### src/rtl/ssdisp_scan_ctrl.sv
// Multiplexed seven-segment scan controller: time-slices one shared decoder across
// NUM_DIGITS digit drivers, with dark guard slots and double-buffered frame updates.
module ssdisp_scan_ctrl #(
  parameter int NUM_DIGITS   = 4,
  parameter int SHOW_CYCLES  = 1000,
  parameter int BLANK_CYCLES = 2
) (
  input  logic                    clk,
  input  logic                    nrst,
  input  logic                    run,
  input  logic                    load,
  input  logic [4*NUM_DIGITS-1:0] load_data,
  input  logic [NUM_DIGITS-1:0]   digit_en,
  output logic [3:0]              dec_in,
  output logic                    dec_enable,
  output logic [NUM_DIGITS-1:0]   dig_sel,
  output logic                    commit,
  output logic                    frame_start
);

  localparam int MAXC = (SHOW_CYCLES > BLANK_CYCLES) ? SHOW_CYCLES : BLANK_CYCLES;
  localparam int CW   = $clog2(MAXC + 1);
  localparam int IW   = $clog2(NUM_DIGITS);
  localparam logic [CW-1:0] SHOW_LAST  = CW'(SHOW_CYCLES - 1);
  localparam logic [CW-1:0] BLANK_LAST = CW'(BLANK_CYCLES - 1);
  localparam logic [IW-1:0] IDX_LAST   = IW'(NUM_DIGITS - 1);

  typedef enum logic {BLANK, SHOW} state_t;

  state_t                  state;
  logic [IW-1:0]           idx;
  logic [CW-1:0]           cnt;
  logic [4*NUM_DIGITS-1:0] act;
  logic [4*NUM_DIGITS-1:0] pend;
  logic                    pflag;
  // idle marks the parked position after reset or run low; leaving it opens a frame
  logic                    idle;

  logic blank_done, slot_done, boundary;

  assign blank_done = (state == BLANK) && (cnt == BLANK_LAST);
  assign slot_done  = (state == SHOW) && (cnt == SHOW_LAST);
  assign boundary   = idle || (slot_done && (idx == IDX_LAST));

  always_ff @(posedge clk or negedge nrst) begin
    if (!nrst) begin
      state       <= BLANK;
      idx         <= '0;
      cnt         <= '0;
      act         <= '0;
      pend        <= '0;
      pflag       <= 1'b0;
      idle        <= 1'b1;
      commit      <= 1'b0;
      frame_start <= 1'b0;
    end else begin
      commit      <= 1'b0;
      frame_start <= 1'b0;
      if (load) begin
        pend  <= load_data;
        pflag <= 1'b1;
      end
      if (!run) begin
        state <= BLANK;
        idx   <= '0;
        cnt   <= '0;
        idle  <= 1'b1;
      end else begin
        if (idle) begin
          // first BLANK cycle of digit 0 is the cycle right after leaving idle
          idle <= 1'b0;
        end else begin
          case (state)
            BLANK: begin
              if (blank_done) begin
                state <= SHOW;
                cnt   <= '0;
              end else begin
                cnt <= cnt + 1'b1;
              end
            end
            SHOW: begin
              if (slot_done) begin
                state <= BLANK;
                cnt   <= '0;
                idx   <= (idx == IDX_LAST) ? '0 : idx + 1'b1;
              end else begin
                cnt <= cnt + 1'b1;
              end
            end
            default: state <= BLANK;
          endcase
        end
        // a load landing on the boundary edge bypasses pend so the latest data wins
        if (boundary) begin
          frame_start <= 1'b1;
          if (load || pflag) begin
            act    <= load ? load_data : pend;
            pflag  <= 1'b0;
            commit <= 1'b1;
          end
        end
      end
    end
  end

  always_comb begin
    dig_sel    = '0;
    dec_in     = '0;
    dec_enable = 1'b0;
    if (state == SHOW) begin
      dig_sel[idx] = 1'b1;
      dec_in       = act[{idx, 2'b00} +: 4];
      dec_enable   = digit_en[idx];
    end
  end

endmodule

### config.mk
export PLATFORM = sky130hd
export DESIGN_NAME = ssdisp_scan_ctrl
export DESIGN_NICKNAME = d
export VERILOG_FILES = /design/src/rtl/ssdisp_scan_ctrl.sv
export SDC_FILE = /design/constraint.sdc
export NUM_CORES = 1
export LEC_CHECK = 0
export ABC_AREA = 1
export BUFFER_PORTS_ARGS = -buffer_cell sky130_fd_sc_hd__buf_2
export CAP_MARGIN = 20
export CORE_ASPECT_RATIO = 1.4
export CORE_MARGIN = 2
export CORE_UTILIZATION = 30
export CTS_CLUSTER_SIZE = 28
export DETAILED_ROUTE_END_ITERATION = 16
export PLACE_DENSITY = 0.56
export SLEW_MARGIN = 20
export SYNTH_ARGS = -nofsm -noshare
export SYNTH_HDL_FRONTEND = slang
export SYNTH_SLANG_ARGS = --single-unit
### constraint.sdc
create_clock -name clk -period 2 [get_ports clk]
set_input_delay 0.1 -clock clk [delete_from_list [all_inputs] [get_ports clk]]
set_output_delay 0.1 -clock clk [all_outputs]
set_load 0.02 [all_outputs]
Yosys cells after proc, flatten, opt, wreduce, memory -nomap -nowiden
Index checks and enable logic that the tools add are counted.
{"block": "word_totals", "reg_bits": 49, "in_bits": 24, "out_inout_bits": 11, "elab_cells": 62}
{"block": "op_classes", "addsub": 2, "order_cmp": 2, "n_eq_ne": 6, "n_shift": 1, "mux": 33, "n_bitwise": 1, "reduce_logical": 8}
{"cell": "two-way mux 10 bit", "n": 4}
{"cell": "one-hot mux 10 bit (2 select lines)", "n": 1}
{"cell": "two-way mux 1 bit", "n": 17}
{"cell": "two-way mux 16 bit", "n": 1}
{"cell": "variable part select 16 x 5 -> 4 bit", "n": 1}
{"cell": "adder 10 x 1 -> 10 bit (second input constant)", "n": 1}
{"cell": "== test 10 x 1 -> 1 bit (second input constant)", "n": 1}
{"cell": "== test 10 bit (second input constant)", "n": 1}
{"cell": "two-way mux 2 bit", "n": 5}
{"cell": "two-way mux 4 bit", "n": 2}
{"cell": "AND reduction 3 bit", "n": 2}
{"cell": "logical AND 1 bit", "n": 4}
{"cell": "!= test 2 x 1 -> 1 bit (second input constant)", "n": 2}
{"cell": "less-than comparator 2 x 3 -> 1 bit (second input constant)", "n": 1}
{"cell": "adder 2 x 1 -> 2 bit (second input constant)", "n": 1}
{"cell": "binary-select mux 1 bit (select 2 bit)", "n": 1}
{"cell": "demux 1 bit (select 2 bit)", "n": 1}
{"cell": "== test 2 bit (second input constant)", "n": 1}
{"cell": ">= comparator 2 x 1 -> 1 bit (second input constant)", "n": 1}
{"cell": "logical OR 1 bit", "n": 2}
{"cell": "!= test 2 bit (second input constant)", "n": 1}
{"cell": "one-hot mux 1 bit (2 select lines)", "n": 1}
{"cell": "inverter 1 bit", "n": 1}

Longest topological paths before layout
Gate-level depths: netlist (run 1).
{"block": "logic_depth", "ltp_word": 6, "ltp_mapped": 9}

Worst setup path after synthesis (run 1)
Ideal clock, no wire load.
{"block": "synth_path", "kind": "reg-to-reg", "from": "register cnt[0]", "to": "register act[10]", "arrival_time_ns": 1.323, "path_slack_ns": 0.560, "stages_incl_launch_ff": 10, "cell_sequence": "dfrtp_1 ha_1 nand2_1 nor2_4 nand4_2 nand2_4 nand2_4 buf_6 nand2_1 nand2_1"}
{"block": "synth_between", "elab_chain_cells": 5}
{"element": "from (decl)", "line_no": "32", "source": "logic [CW-1:0] cnt;"}
{"element": "from (signal assigned)", "line_no": "79", "source": "cnt <= cnt + 1'b1;"}
{"element": "from (signal assigned)", "line_no": "88", "source": "cnt <= cnt + 1'b1;"}
{"element": "== test 10 bit", "line_no": "42", "source": "assign slot_done = (state == SHOW) && (cnt == SHOW_LAST);"}
{"element": "logical AND 1 bit", "line_no": "42"}
{"element": "logical AND 1 bit", "line_no": "43", "source": "assign boundary = idle || (slot_done && (idx == IDX_LAST));"}
{"element": "logical OR 1 bit", "line_no": "43"}
{"element": "AND reduction 3 bit (no line)"}
{"element": "to (signal assigned)", "line_no": "98", "source": "act <= load ? load_data : pend;"}
{"element": "to (decl)", "line_no": "33", "source": "logic [4*NUM_DIGITS-1:0] act;"}
Every way passes these cells.
A chain may end at the register's enable or synchronous reset.

Worst setup path after layout (run 1)
{"block": "layout_path", "from": "register idx[1]", "to": "output dec_in[2]"}
{"block": "layout_between", "elab_chain_cells": 2}
{"element": "from (decl)", "line_no": "31", "source": "logic [IW-1:0] idx;"}
{"element": "from (signal assigned)", "line_no": "86", "source": "idx <= (idx == IDX_LAST) ? '0 : idx + 1'b1;"}
{"element": "variable part select 16 x 5 -> 4 bit", "line_no": "113", "source": "dec_in = act[{idx, 2'b00} +: 4];"}
{"element": "two-way mux 4 bit", "line_no": "111", "source": "if (state == SHOW) begin"}
{"element": "to (decl)", "line_no": "14", "source": "output logic [3:0] dec_in,"}
Every way passes these cells.

==> flow_summary.toml, run 1 <==
[cts]
post-cts-setup-buffers = 0
cts_tree = "built"
cts.clk_slew.worst_paths_ns = 0.07
clockBufferDepth = 2
cts.sinks = 49
clk_latency_ns = 0.29
htree_levels = 2
numCtsBuffers = 5
cts_root_buf = "clkbuf_16"

[worst_setup_path]
r2r_setup_slack_ns = 0.37
cp_data_required_time_ns = 1.90
rr_worst_depth = 8
endpoint = "dec_in[2]"
r2r_start = "idx[1]"
cp-startpoint = "idx[1]"
critPathLaunchType = "flip-flop"
crit_arrival_ns = 1.64
rr_endpoint = "act[5]"
endpoint_kind = "output port"
worstPathMaxFanout = 9
path_class = "reg -> out"

[finish]
drive_above_1_share = 0.1515
final_nets = 392
n_antenna_cell = 0
syn_to_final_growth_pct = 18.05

[sta]
skew_ns = 0.007291
fin_crit_ns = 1.735
tightest_slew_ns = 0.5954
finalHoldViolations = 0
rsz0062_at_grt = "false"
setup_tns_ns = 0
timing.fmax_ghz = 0.5764
finalSetupViolCount = 0
maxSlewViolCount = 0
max_slew_margin = 0.6031
period_share = 0.8675

[global_route]
grt_max_degree = 28
first_global_vias = 2062
grt_overflow = 0
grt_util_all_layers = 0.1347
antenna_found_initial = 0
grt_pass1_wl_um = 9535

[placed_design]
hpwlAfterDp_um = 4184
gp_congestion = 0.8728
io_buffers = 34

[synth]
yosysTopAreaCell = "dfrtp_1"
ys_top_cells_by_count = "nand2_1 (126), dfrtp_1 (48), nor2_1 (41)"
synthCells = 326
yosys.cell_types.count = 22
ys_warn_count = 0
synth_fp_nets = 356
post-synth-top-count-cell = "nand2_1"
synthArstFlopShare = 1.000
ys_top_cells_by_area = "dfrtp_1 (49%), nand2_1 (19%), nor2_1 (6.2%)"
synth_seq_cells = 49
ys_seq_area_frac = 0.4960
synth_area_sq_um = 2475
synth_edf_count = 0
synth_top_area_frac = 0.4853
synth_area_per_cell_sq_um = 7.592
synthFlopType = "dfrtp_1"

[power]
p_per_area_nw_per_um2 = 787.2
leakagePower_nw = 1.595
p_total_w = 0.002300
peakVddDrop_v = 0.0004181

[routing]
via_count = 2085
first_pass_iters = 5
drt_iter0_drc = 77
antenna_left = 0
detail_route.wl_per_cell_um = 11.95
via_per_inst = 4.484
wirelength_um = 5557
drc = 0

[floorplanning]
start_util = 0.3055
fp.dieW_um = 80.76
rows = 39
io_pins = 35
die_height_um = 111.5
coreArea_sq_um = 8100
die_area_sq_um = 9002

[job]
cap_violations = 0

[run_status]
status = "complete, no violations"

[min_path]
hold_class = "in -> reg"
-- timing repair --
| item | 4_1_cts | 5_1_grt |
|---|---|---|
| hold buffers | 1 | 0 |
| resized for setup | 0 | 0 |
| endpoints found under the hold margin | 22 | 0 |
-- per-layer routing --
metal	vias up	routed length (um)	part of all wire	global-route usage
li1	1085	-	-	-
met1	954	2503	0.45	0.1673
met2	38	2748	0.49	0.2300
met3	8	197	0.035	0.02512
met4	0	108	0.019	0.04859
met5	-	0	0	0
-- power by group --
group / internal [W] / switching (W)
combinational: 0.0000972 / 0.000184
sequential: 0.00109 / 0.0000521
clock: 0.000505 / 0.000375
-- how the worst min path moves through the flow --
stage	from	to	slack, ns	cells after the start
after floorplan	nrst	act[0]	-0.20	0
after global placement	nrst	cnt[3]	0.13	1
after detailed placement	nrst	cnt[3]	0.14	1
after CTS	load_data[12]	pend[12]	0.03	3
after global routing	load_data[13]	pend[13]	0.05	3
final	load_data[12]	pend[12]	0.03	3
-- cells in the final DEF, fill, tap and decap left out --
cell           synthesis  layout
a21oi_1                9       9
buf_12                 0       1
buf_2                  3      34
buf_4                  0       2
clkbuf_16              0       5
clkbuf_8               0       1
clkinv_4               0       1
dfrtp_1               48      48
dfstp_2                1       1
dlygate4sd3_1          0       1
ha_1                   6       6
inv_1                 27      27
inv_2                  2       2
inv_6                  0       1
nand2_1              126     126
nand2_2                1       1
nand2_4                2       2
nand3_1               30      30
nand3b_1               1       1
nand4_1                4       4
nand4_2                1       1
nor2_1                41      41
nor2_2                 1       1
nor2_4                 2       2
o21ai_0               12      12
xor2_1                 3       3
-- through the flow --
stage	hold WS, ns	instances	utilization	area, sq um	setup slack (ns)
2_1_floorplan	-0.1956	326	-	2475	0.5599
3_3_place_gp	0.1328	456	0.3401	2755	0.3870
3_5_place_dp	0.1444	456	0.3401	2755	0.3589
4_1_cts	0.03485	465	0.3607	2922	0.2250
5_1_grt	0.04980	465	0.3607	2922	0.1419
6_report	0.03317	465	0.3607	2922	0.2650
-- critical path: stages (launching register included) --
cell and delay (ns):
dfrtp_1 0.52, inv_1 0.21, nor2_1 0.15, o21ai_0 0.09
a21oi_1 0.18, buf_2 0.20
-- kinds of logic after synthesis --
logic type	share of synthesized area
flip-flops	0.4960
buffers and inverters	0.06522
adder cells (fa/ha/maj)	0.03033
AO/OA/AOI/OAI	0.04247
AND/OR/NAND/NOR	0.3554
XOR/XNOR	0.01062
-- sequential cells by signal, indices dropped and copies added (netlist names) --
| signal | count |
|---|---|
| act | 16 |
| cnt | 10 |
| commit | 1 |
| frame_start | 1 |
| idle | 1 |
| idx | 2 |
| pend | 16 |
| pflag | 1 |
| state | 1 |
-- cell type report --
cell class,instances,area [sq um]
clock buffer,6,138.9
tap,102,127.6
multi-input combinational,239,1086
inverter,29,108.9
fill,916,5179
sequential,49,1227
clock inverter,2,17.52
timing repair buffer,38,215.2
Power figures use the tool's default switching activity.
==> run 2, diff against run 1 <==
Settings changed: RECOVER_POWER set to 50.
==> flow_summary.toml, run 2 (synthesis results as in run 1) <==
[cts]
cts_tree = "built"
cts.clk_slew.worst_paths_ns = 0.07
postCtsHoldBufs = 1
cts.sinks = 49
htree_levels = 2
clk_latency_ns = 0.29
cts_root_buf = "clkbuf_16"
cts_resized = 0
post-cts-setup-buffers = 0
clockBufferDepth = 2
numCtsBuffers = 5

[routing]
via_per_inst = 4.484
antenna_left = 0
detail_route.wl_per_cell_um = 11.95
drt_iter0_drc = 77
first_pass_iters = 5
via_count = 2085
wirelength_um = 5555
drc = 0

[finish]
final_common_cell = "nand2_1"
layout_common_cells = "nand2_1 (126), dfrtp_1 (48), nor2_1 (41)"
final_cells = 465
register_area_sq_um = 1227
drive_above_1_share = 0.1377
top_regs = "act: 16 flops, pend: 16 flops, cnt: 10 flops"
multi_input_area_sq_um = 1086
final_nets = 392
nFillCells = 920
n_antenna_cell = 0
syn_to_final_growth_pct = 17.80

[floorplanning]
die_height_um = 111.5
die_area_sq_um = 9002
start_util = 0.3055
rows = 39
io_pins = 35
fp.dieW_um = 80.76
coreArea_sq_um = 8100

[sta]
finalHoldViolations = 0
rsz0062_at_grt = "false"
setup_tns_ns = 0
tightest_slew_ns = 1.435
maxSlewViolCount = 0
timing.fmax_ghz = 0.5764
finalSetupViolCount = 0
period_share = 0.8675
skew_ns = 0.007291
fin_crit_ns = 1.735
max_slew_margin = 0.04365

[power]
clockPowerShare = 0.382
p_sw_w = 0.0006112
p_total_w = 0.002299
leakagePower_nw = 1.580
peakVddDrop_v = 0.0004180
p_seq_frac = 0.495
p_per_area_nw_per_um2 = 788.5
comb_power_share = 0.122
p_sw_frac = 0.2659
p_int_w = 0.001687

[global_route]
grt_max_degree = 28
first_global_vias = 2062
grt_overflow = 0
grt_pass1_wl_um = 9535
grt_util_all_layers = 0.1347
antenna_found_initial = 0

[placed_design]
gp_congestion = 0.8728
hpwlAfterDp_um = 4184
dp.cells = 456
io_buffers = 34

[run_status]
status = "complete, no violations"

[worst_setup_path]
endpoint_kind = "output port"
worstPathMaxFanout = 9
critPathLaunchType = "flip-flop"
path_class = "reg -> out"
crit_arrival_ns = 1.64
cp_data_required_time_ns = 1.90

[job]
cap_violations = 0

[min_path]
hold_class = "in -> reg"
run 2: critical path, stage by stage (launching register included):
cell     delay (ns)
dfrtp_1        0.52
inv_1          0.21
nor2_1         0.15
o21ai_0        0.09
a21oi_1        0.18
buf_2          0.20
run 2: final cells by class:
type                    instances  share of cell area
flip-flops and latches         49              0.4210
multi-input cells             239              0.3725
repair buffers                 38             0.07167
clock buffers                   6             0.04764
well taps                     102             0.04378
inverters                      29             0.03734
clock inverters                 2            0.006009
run 2: per-layer routing:
layer  track usage  up-vias  part of all wire
met2        0.2300       38              0.49
met4       0.04859        0             0.019
met5             0        -                 0
li1              -     1085                 -
met1        0.1673      954              0.45
met3       0.02512        8             0.035
run 2: through the flow:
stage	utilization	area [sq um]	setup slack, ns	hold WS (ns)
2_1_floorplan	-	2475	0.5599	-0.1956
3_3_place_gp	0.3401	2755	0.3870	0.1328
3_5_place_dp	0.3401	2755	0.3589	0.1444
4_1_cts	0.3607	2922	0.2250	0.03485
5_1_grt	0.3599	2915	0.1391	0.04980
6_report	0.3599	2915	0.2650	0.03317
run 2: path summary, 6_finish.rpt:
check	slack, ns	depth (start not counted)	from	end
worst min register to register	0.47	2	pend[14]	pend[14]
worst max register to register	0.36	8	idx[1]	act[5]
max in group asynchronous	0.45	3	nrst	idle
worst min-delay path	0.03	3	load_data[12]	pend[12]
min in group asynchronous	0.68	2	nrst	act[15]
worst max-delay path	0.26	5	idx[1]	dec_in[2]
run 2: power by group through the flow:
| stage | clock network, W | registers [W] | logic, W |
|---|---|---|---|
| 6_report | 0.000879 | 0.00114 | 0.000280 |
| 5_1_grt | 0.000948 | 0.00115 | 0.000329 |
| 4_1_cts | 0.000898 | 0.00114 | 0.000289 |
| 3_5_place_dp | 0 | 0.00116 | 0.000287 |
| 3_3_place_gp | 0 | 0.00116 | 0.000280 |
| 2_1_floorplan | 0 | 0.00114 | 0.000186 |
